## src/rtl/hvsp_op_sequencer.sv

```systemverilog
// HVSP operation sequencer: expands one host command into a chain of SDI/SII
// frames for the 11-bit shifter, captures read-back bytes and polls SDO-ready
// after chip erase.
module hvsp_op_sequencer #(
  parameter int unsigned POLL_TIMEOUT = 240000,
  parameter int unsigned POLL_SETTLE  = 4
) (
  input  logic        osc,
  input  logic        rst_n,
  input  logic        cmd_valid,
  input  logic [2:0]  cmd_op,
  input  logic [15:0] cmd_addr,
  output logic        cmd_ready,
  output logic        busy,
  output logic [15:0] result,
  output logic        err_timeout,
  output logic        err_badop,
  output logic [7:0]  frame_sdi,
  output logic [7:0]  frame_sii,
  output logic        frame_start,
  input  logic        frame_done,
  input  logic [10:0] frame_sdo,
  input  logic        sdo_pin
);

  localparam logic [2:0] OpNop       = 3'd0;
  localparam logic [2:0] OpReadFlash = 3'd1;
  localparam logic [2:0] OpReadEep   = 3'd2;
  localparam logic [2:0] OpReadSig   = 3'd3;
  localparam logic [2:0] OpChipErase = 3'd4;

  // Poll counter counts cycles since entering POLL; the WAIT cycle that saw
  // frame_done is the first settle cycle, hence the -1.
  localparam logic [17:0] SettleLast  = 18'(POLL_SETTLE - 1);
  localparam logic [17:0] TimeoutLast = 18'(POLL_TIMEOUT - 1);

  typedef enum logic [2:0] {StIdle, StIssue, StWait, StPoll, StDone} state_t;

  typedef struct packed {
    logic [7:0] sdi;
    logic [7:0] sii;
    logic       cap_lo;
    logic       cap_hi;
    logic       last;
  } frame_t;

  // Frame table: (SDI, SII, capture-low, capture-high, last) per op and index.
  function automatic frame_t frame_lookup(input logic [2:0] op, input logic [2:0] idx,
                                          input logic [15:0] addr);
    frame_t f;
    f = '0;
    case (op)
      OpReadFlash: begin
        case (idx)
          3'd0: f = {8'h02, 8'h4C, 3'b000};
          3'd1: f = {addr[7:0], 8'h0C, 3'b000};
          3'd2: f = {addr[15:8], 8'h1C, 3'b000};
          3'd3: f = {8'h00, 8'h68, 3'b000};
          3'd4: f = {8'h00, 8'h6C, 3'b100};
          3'd5: f = {8'h00, 8'h78, 3'b000};
          3'd6: f = {8'h00, 8'h7C, 3'b011};
          default: f = '0;
        endcase
      end
      OpReadEep: begin
        case (idx)
          3'd0: f = {8'h03, 8'h4C, 3'b000};
          3'd1: f = {addr[7:0], 8'h0C, 3'b000};
          3'd2: f = {addr[15:8], 8'h1C, 3'b000};
          3'd3: f = {8'h00, 8'h68, 3'b000};
          3'd4: f = {8'h00, 8'h6C, 3'b101};
          default: f = '0;
        endcase
      end
      OpReadSig: begin
        case (idx)
          3'd0: f = {8'h08, 8'h4C, 3'b000};
          3'd1: f = {addr[7:0], 8'h0C, 3'b000};
          3'd2: f = {8'h00, 8'h68, 3'b000};
          3'd3: f = {8'h00, 8'h6C, 3'b101};
          default: f = '0;
        endcase
      end
      OpChipErase: begin
        case (idx)
          3'd0: f = {8'h80, 8'h4C, 3'b000};
          3'd1: f = {8'h00, 8'h64, 3'b000};
          3'd2: f = {8'h00, 8'h6C, 3'b001};
          default: f = '0;
        endcase
      end
      default: f = '0;
    endcase
    return f;
  endfunction

  state_t      state_q, state_d;
  logic [2:0]  op_q, op_d;
  logic [15:0] addr_q, addr_d;
  logic [2:0]  idx_q, idx_d;
  logic [17:0] cnt_q, cnt_d;
  logic [15:0] result_q, result_d;
  logic        err_timeout_q, err_timeout_d;
  logic        err_badop_q, err_badop_d;
  logic        busy_q, busy_d;
  logic [7:0]  sdi_q, sdi_d;
  logic [7:0]  sii_q, sii_d;
  logic        sdo_meta_q, sdo_sync_q;
  frame_t      cur_frame, nxt_frame;

  // Only the data byte of the SDO capture is used.
  logic unused_sdo;
  assign unused_sdo = ^{frame_sdo[10], frame_sdo[1:0]};

  assign cmd_ready   = (state_q == StIdle) && !busy_q;
  assign busy        = busy_q;
  assign result      = result_q;
  assign err_timeout = err_timeout_q;
  assign err_badop   = err_badop_q;
  assign frame_sdi   = sdi_q;
  assign frame_sii   = sii_q;

  // Two-flop synchroniser for the raw SDO pin.
  always_ff @(posedge osc or negedge rst_n) begin
    if (!rst_n) begin
      sdo_meta_q <= 1'b0;
      sdo_sync_q <= 1'b0;
    end else begin
      sdo_meta_q <= sdo_pin;
      sdo_sync_q <= sdo_meta_q;
    end
  end

  // State and datapath registers.
  always_ff @(posedge osc or negedge rst_n) begin
    if (!rst_n) begin
      state_q       <= StIdle;
      op_q          <= OpNop;
      addr_q        <= '0;
      idx_q         <= '0;
      cnt_q         <= '0;
      result_q      <= '0;
      err_timeout_q <= 1'b0;
      err_badop_q   <= 1'b0;
      busy_q        <= 1'b0;
      sdi_q         <= '0;
      sii_q         <= '0;
    end else begin
      state_q       <= state_d;
      op_q          <= op_d;
      addr_q        <= addr_d;
      idx_q         <= idx_d;
      cnt_q         <= cnt_d;
      result_q      <= result_d;
      err_timeout_q <= err_timeout_d;
      err_badop_q   <= err_badop_d;
      busy_q        <= busy_d;
      sdi_q         <= sdi_d;
      sii_q         <= sii_d;
    end
  end

  // Next-state logic, frame issue, capture and SDO-ready polling.
  always_comb begin
    state_d       = state_q;
    op_d          = op_q;
    addr_d        = addr_q;
    idx_d         = idx_q;
    cnt_d         = cnt_q;
    result_d      = result_q;
    err_timeout_d = err_timeout_q;
    err_badop_d   = err_badop_q;
    busy_d        = busy_q;
    sdi_d         = sdi_q;
    sii_d         = sii_q;
    frame_start   = 1'b0;
    cur_frame     = frame_lookup(op_q, idx_q, addr_q);

    case (state_q)
      StIdle: begin
        if (cmd_valid && cmd_ready) begin
          op_d          = cmd_op;
          addr_d        = cmd_addr;
          idx_d         = '0;
          cnt_d         = '0;
          result_d      = '0;
          err_timeout_d = 1'b0;
          err_badop_d   = 1'b0;
          busy_d        = 1'b1;
          if (cmd_op == OpNop) begin
            state_d = StDone;
          end else if (cmd_op > OpChipErase) begin
            err_badop_d = 1'b1;
            state_d     = StDone;
          end else begin
            state_d = StIssue;
          end
        end else begin
          // busy stays up for the first IDLE cycle after DONE, then drops.
          busy_d = 1'b0;
        end
      end
      StIssue: begin
        frame_start = 1'b1;
        state_d     = StWait;
      end
      StWait: begin
        if (frame_done) begin
          if (cur_frame.cap_lo) result_d[7:0] = frame_sdo[9:2];
          if (cur_frame.cap_hi) result_d[15:8] = frame_sdo[9:2];
          if (cur_frame.last) begin
            cnt_d   = '0;
            state_d = (op_q == OpChipErase) ? StPoll : StDone;
          end else begin
            idx_d   = idx_q + 3'd1;
            state_d = StIssue;
          end
        end
      end
      StPoll: begin
        if ((cnt_q >= SettleLast) && sdo_sync_q) begin
          state_d = StDone;
        end else if (cnt_q >= TimeoutLast) begin
          err_timeout_d = 1'b1;
          state_d       = StDone;
        end else if (cnt_q != '1) begin
          cnt_d = cnt_q + 18'd1;
        end
      end
      StDone: begin
        state_d = StIdle;
      end
      default: begin
        state_d = StIdle;
      end
    endcase

    // SDI/SII are loaded on entry to ISSUE and held until the next one.
    nxt_frame = frame_lookup(op_d, idx_d, addr_d);
    if ((state_d == StIssue) && (state_q != StIssue)) begin
      sdi_d = nxt_frame.sdi;
      sii_d = nxt_frame.sii;
    end
  end

endmodule

```

## config.mk

```make
export PLATFORM = sky130hd
export DESIGN_NAME = hvsp_op_sequencer
export DESIGN_NICKNAME = d
export VERILOG_FILES = /design/src/rtl/hvsp_op_sequencer.sv
export SDC_FILE = /design/constraint.sdc
export NUM_CORES = 1
export LEC_CHECK = 0
export CORE_MARGIN = 1
export CORE_UTILIZATION = 56
export CTS_CLUSTER_DIAMETER = 30
export DETAILED_ROUTE_END_ITERATION = 8
export PLACE_DENSITY = 0.91
export SLEW_MARGIN = 20
export SYNTH_ARGS = -nofsm -noshare
export SYNTH_HDL_FRONTEND = slang
export SYNTH_SLANG_ARGS = --single-unit
```

## constraint.sdc

```tcl
create_clock -name osc -period 5 [get_ports osc]
set_clock_uncertainty 0.2 [all_clocks]
set_input_delay 1 -clock osc [delete_from_list [all_inputs] [get_ports osc]]
set_output_delay 1 -clock osc [all_outputs]
set_load 0.1 [all_outputs]
```

==> results list <==
- After routing, the total negative slack on setup checks comes to 0 ns.
- The clock tree synthesis step divided the H-tree into 3 levels.
- Among all flip-flop cells after synthesis, the most frequent one is sky130_fd_sc_hd__dfrtp_1.
- Part of the Yosys area used for sequential elements: 0.460
* DR vias: 3732
* Leakage dissipation: 2.24 nW
- Reg2Reg Capture Point: frame_sii[6]
* EDFF count, synth: 0
- Once the clock tree was built, the setup fixing pass inserted 0 buffers.
- Residual DRC: 0
- Final Max Slew Viols: 0
- Slew Limit Headroom: 0.334
- Of all nets on the critical path, the largest fanout is 13.
- Detailed placement finished with a half-perimeter wire length of 6.97 mm.
- In the final layout, the share of cells above drive strength 1 is 0.110.
- Measured in cells, the most critical reg-to-reg path has a length of 8.
- STA classifies the critical path startpoint as an input pin.
* Ports placed on the boundary: 72
* Clock buffers created by TritonCTS: 9
- After the last flow step, the layout net total stands at 545.
- In the synthesized netlist, the cells that appear most often are sky130_fd_sc_hd__nand2_1 (83), sky130_fd_sc_hd__dfrtp_1 (77), sky130_fd_sc_hd__a21oi_1 (24).
* DRT Pass-1 Iters: 5
- Final non-filler cell total: 608
- Count leader, synth: sky130_fd_sc_hd__nand2_1
- The flow ran to the end, and the final reports show no timing, DRC or antenna violations.
- Source of the worst hold timing path: sdo_meta_q
- Counting tap cells, the placed design contains a total of 592 instances.
* Die Span Y: 88.5 um
- Remaining antenna violation count after routing: 0
- Number of antenna violations at the first check in global routing: 0
* Post-synthesis instance area: 0.00419 sq mm
- At the later pin of the worst-skew pair, clock insertion delay measures 0.35 ns.
- The floorplan has 31 rows.
- At the worst endpoint, the required time is 5.09 ns.
* N_diodes: 0
- Number of instances in the synthesized netlist: 444
- Layout-stage area growth over the synthesis result: 21.3%
- Summed over all layers, the global routing overflow is 0.
* Global-route usage over all layers: 0.276
* Least-Margin Pin Slew: 0.997 ns
- Data arrival time at the worst-slack endpoint: 4.08 ns
- Vias in the first global route: 3592
- Clock net sink count: 77
* Final GP Congestion: 0.873
- Mean routed wirelength per cell: 16.5 um
- Across the run, the number of max-cap violations was 0.
* Post-synth ARST share: 1.00
* Top-area cell type share of the netlist area: 0.460
- Hold endpoint: sdo_sync_q
- The critical path is of the input pin to flop type.
- For this configuration, the core starts out at a cell density of 0.577.
* Worst min-delay path class: flop to flop
* Global-route wire length before repair: 16.4 mm
- Of the available clock period, the critical path in the final layout requires 0.799.
* Vias per cell: 6.14
- For this block, the initial DRC count from the detailed router was 264.
- Maximum number of pins on one net before global-route repair: 78
- In this run the standard cell core region covers 0.00725 sq mm.
- The die covers 0.00783 sq mm.
- Final number of setup-violating endpoints: 0
- Largest area contributor in the netlist: sky130_fd_sc_hd__dfrtp_1
- The die is 88.5 um wide.
- Setup repair after global routing left no endpoint under its margin.
- Power density cells: 687 mW/mm^2
- TritonCTS clock tree: yes
- The smallest clock period supported by the final layout is computed as 4.00 ns.
- FF-to-FF Start: state_q[2]
* Clk root buf: sky130_fd_sc_hd__clkbuf_8
- Library cells used by synthesis: 66
- The final count of hold timing violations is 0.
* Avg Cell Area, Syn: 9.43 sq um
* Maximum VDD drop: 459 uV
- Power comes to 3.49 mW.
- The final layout contains routed wiring with a total length of 10.1 mm.
* Leading cell types by total area after synthesis: sky130_fd_sc_hd__dfrtp_1 (46%), sky130_fd_sc_hd__nand2_1 (7.4%), sky130_fd_sc_hd__mux2_2 (4.8%)
- Port buffering added 65 buffers.
- Resized Gates After CTS: 0
* Kind of capture point of the worst setup path: flop
- Clock-pin slew of the registers on the worst-case setup and hold paths: 0.08 ns
* Total of flip-flops plus latches after synthesis: 77
- Worst setup slack for register-to-register paths: 1.35 ns
* Maximum buffer depth of the clock tree: 2
- Cell depth of the worst min-delay path: 0
* Maximum clock frequency: 250 MHz
- Yosys printed 0 warnings.
- For this design, the CTS-stage hold fixing added 0 buffers.
==> cells by family after synthesis <==
| group | share of synthesized area |
|---|---|
| other | 0.000895 |
| adders and majority gates | 0.0203 |
| buffers and inverters | 0.0421 |
| AOI/OAI and AO/OA | 0.180 |
| muxes | 0.0651 |
| DFF | 0.460 |
| xor gates and xnor gates | 0.00209 |
| and+or+nand+nor | 0.229 |
==> state kept, by name, summed over array words and instances (netlist names), 3 cells and up <==
| signal | count |
|---|---|
| state_q | 3 |
| cnt_q | 18 |
| op_q | 3 |
| result | 16 |
| frame_sii | 5 |
| frame_sdi | 8 |
| idx_q | 3 |
| addr_q | 16 |
==> power by group <==
group	total (mW)	internal, mW	switching, mW
sequential	0.978	0.821	0.157
clock	0.454	0.231	0.223
combinational	2.06	0.560	1.50
total	3.49	1.61	1.88
==> through the flow <==
stage               hold WS, ns  worst slack (ns)  instance area (sq um)   util
floorplan                 0.131            0.0938                   4200      -
global placement          0.135             0.891                   4900  0.675
detailed placement        0.146             0.733                   4900  0.675
CTS                       0.164              1.07                   5080  0.700
global route              0.181             0.702                   5080  0.700
finish                    0.159              1.00                   5080  0.700
==> routing by layer <==
metal / global-route usage / wire [um]
met2: 0.452 / 4940
met4: 0.132 / 278
met1: 0.352 / 4360
met3: 0.0578 / 473
met5: 0 / 0
==> worst max path at each step <==
stage | from | end | slack [ns] | depth (start not counted)
floorplan | busy | cmd_ready | 0.09 | 1
global placement | cmd_valid | frame_sii[6] | 0.89 | 9
detailed placement | cmd_valid | frame_sii[6] | 0.73 | 9
CTS | cmd_valid | frame_sii[6] | 1.07 | 9
global route | cmd_valid | frame_sii[6] | 0.70 | 9
finish | cmd_valid | frame_sii[6] | 1.00 | 9
==> worst max-delay path: stages <==
cell and delay (ns):
sky130_fd_sc_hd__clkdlybuf4s50_1 0.47, sky130_fd_sc_hd__nor3b_1 0.37, sky130_fd_sc_hd__o21ai_0 0.33, sky130_fd_sc_hd__a2111oi_0 0.52, sky130_fd_sc_hd__a31o_2 0.33, sky130_fd_sc_hd__clkinv_1 0.32, sky130_fd_sc_hd__mux2i_1 0.20, sky130_fd_sc_hd__a2111oi_0 0.37
sky130_fd_sc_hd__nand3b_1 0.16
==> cells in the final DEF (no fill, tap or decap), types with 10 or more instances in the layout <==
master,instances
sky130_fd_sc_hd__clkdlybuf4s50_1,64
sky130_fd_sc_hd__nand2_1,83
sky130_fd_sc_hd__nor2_1,15
sky130_fd_sc_hd__and3_1,12
sky130_fd_sc_hd__nor3_1,10
sky130_fd_sc_hd__a21oi_1,24
sky130_fd_sc_hd__o31ai_1,16
sky130_fd_sc_hd__nand3_1,12
sky130_fd_sc_hd__mux2_2,18
sky130_fd_sc_hd__inv_1,14
sky130_fd_sc_hd__o21ai_0,16
sky130_fd_sc_hd__dfrtp_1,77
==> cell type report <==
class,count,area (sq um)
clock buffer,12,135
clock inverter,4,48.8
fill,570,2170
inverter,16,60.1
multi-input combinational,329,2090
sequential,77,1930
tap,99,124
timing repair buffer,71,693
(Power assumes the default switching activity.)
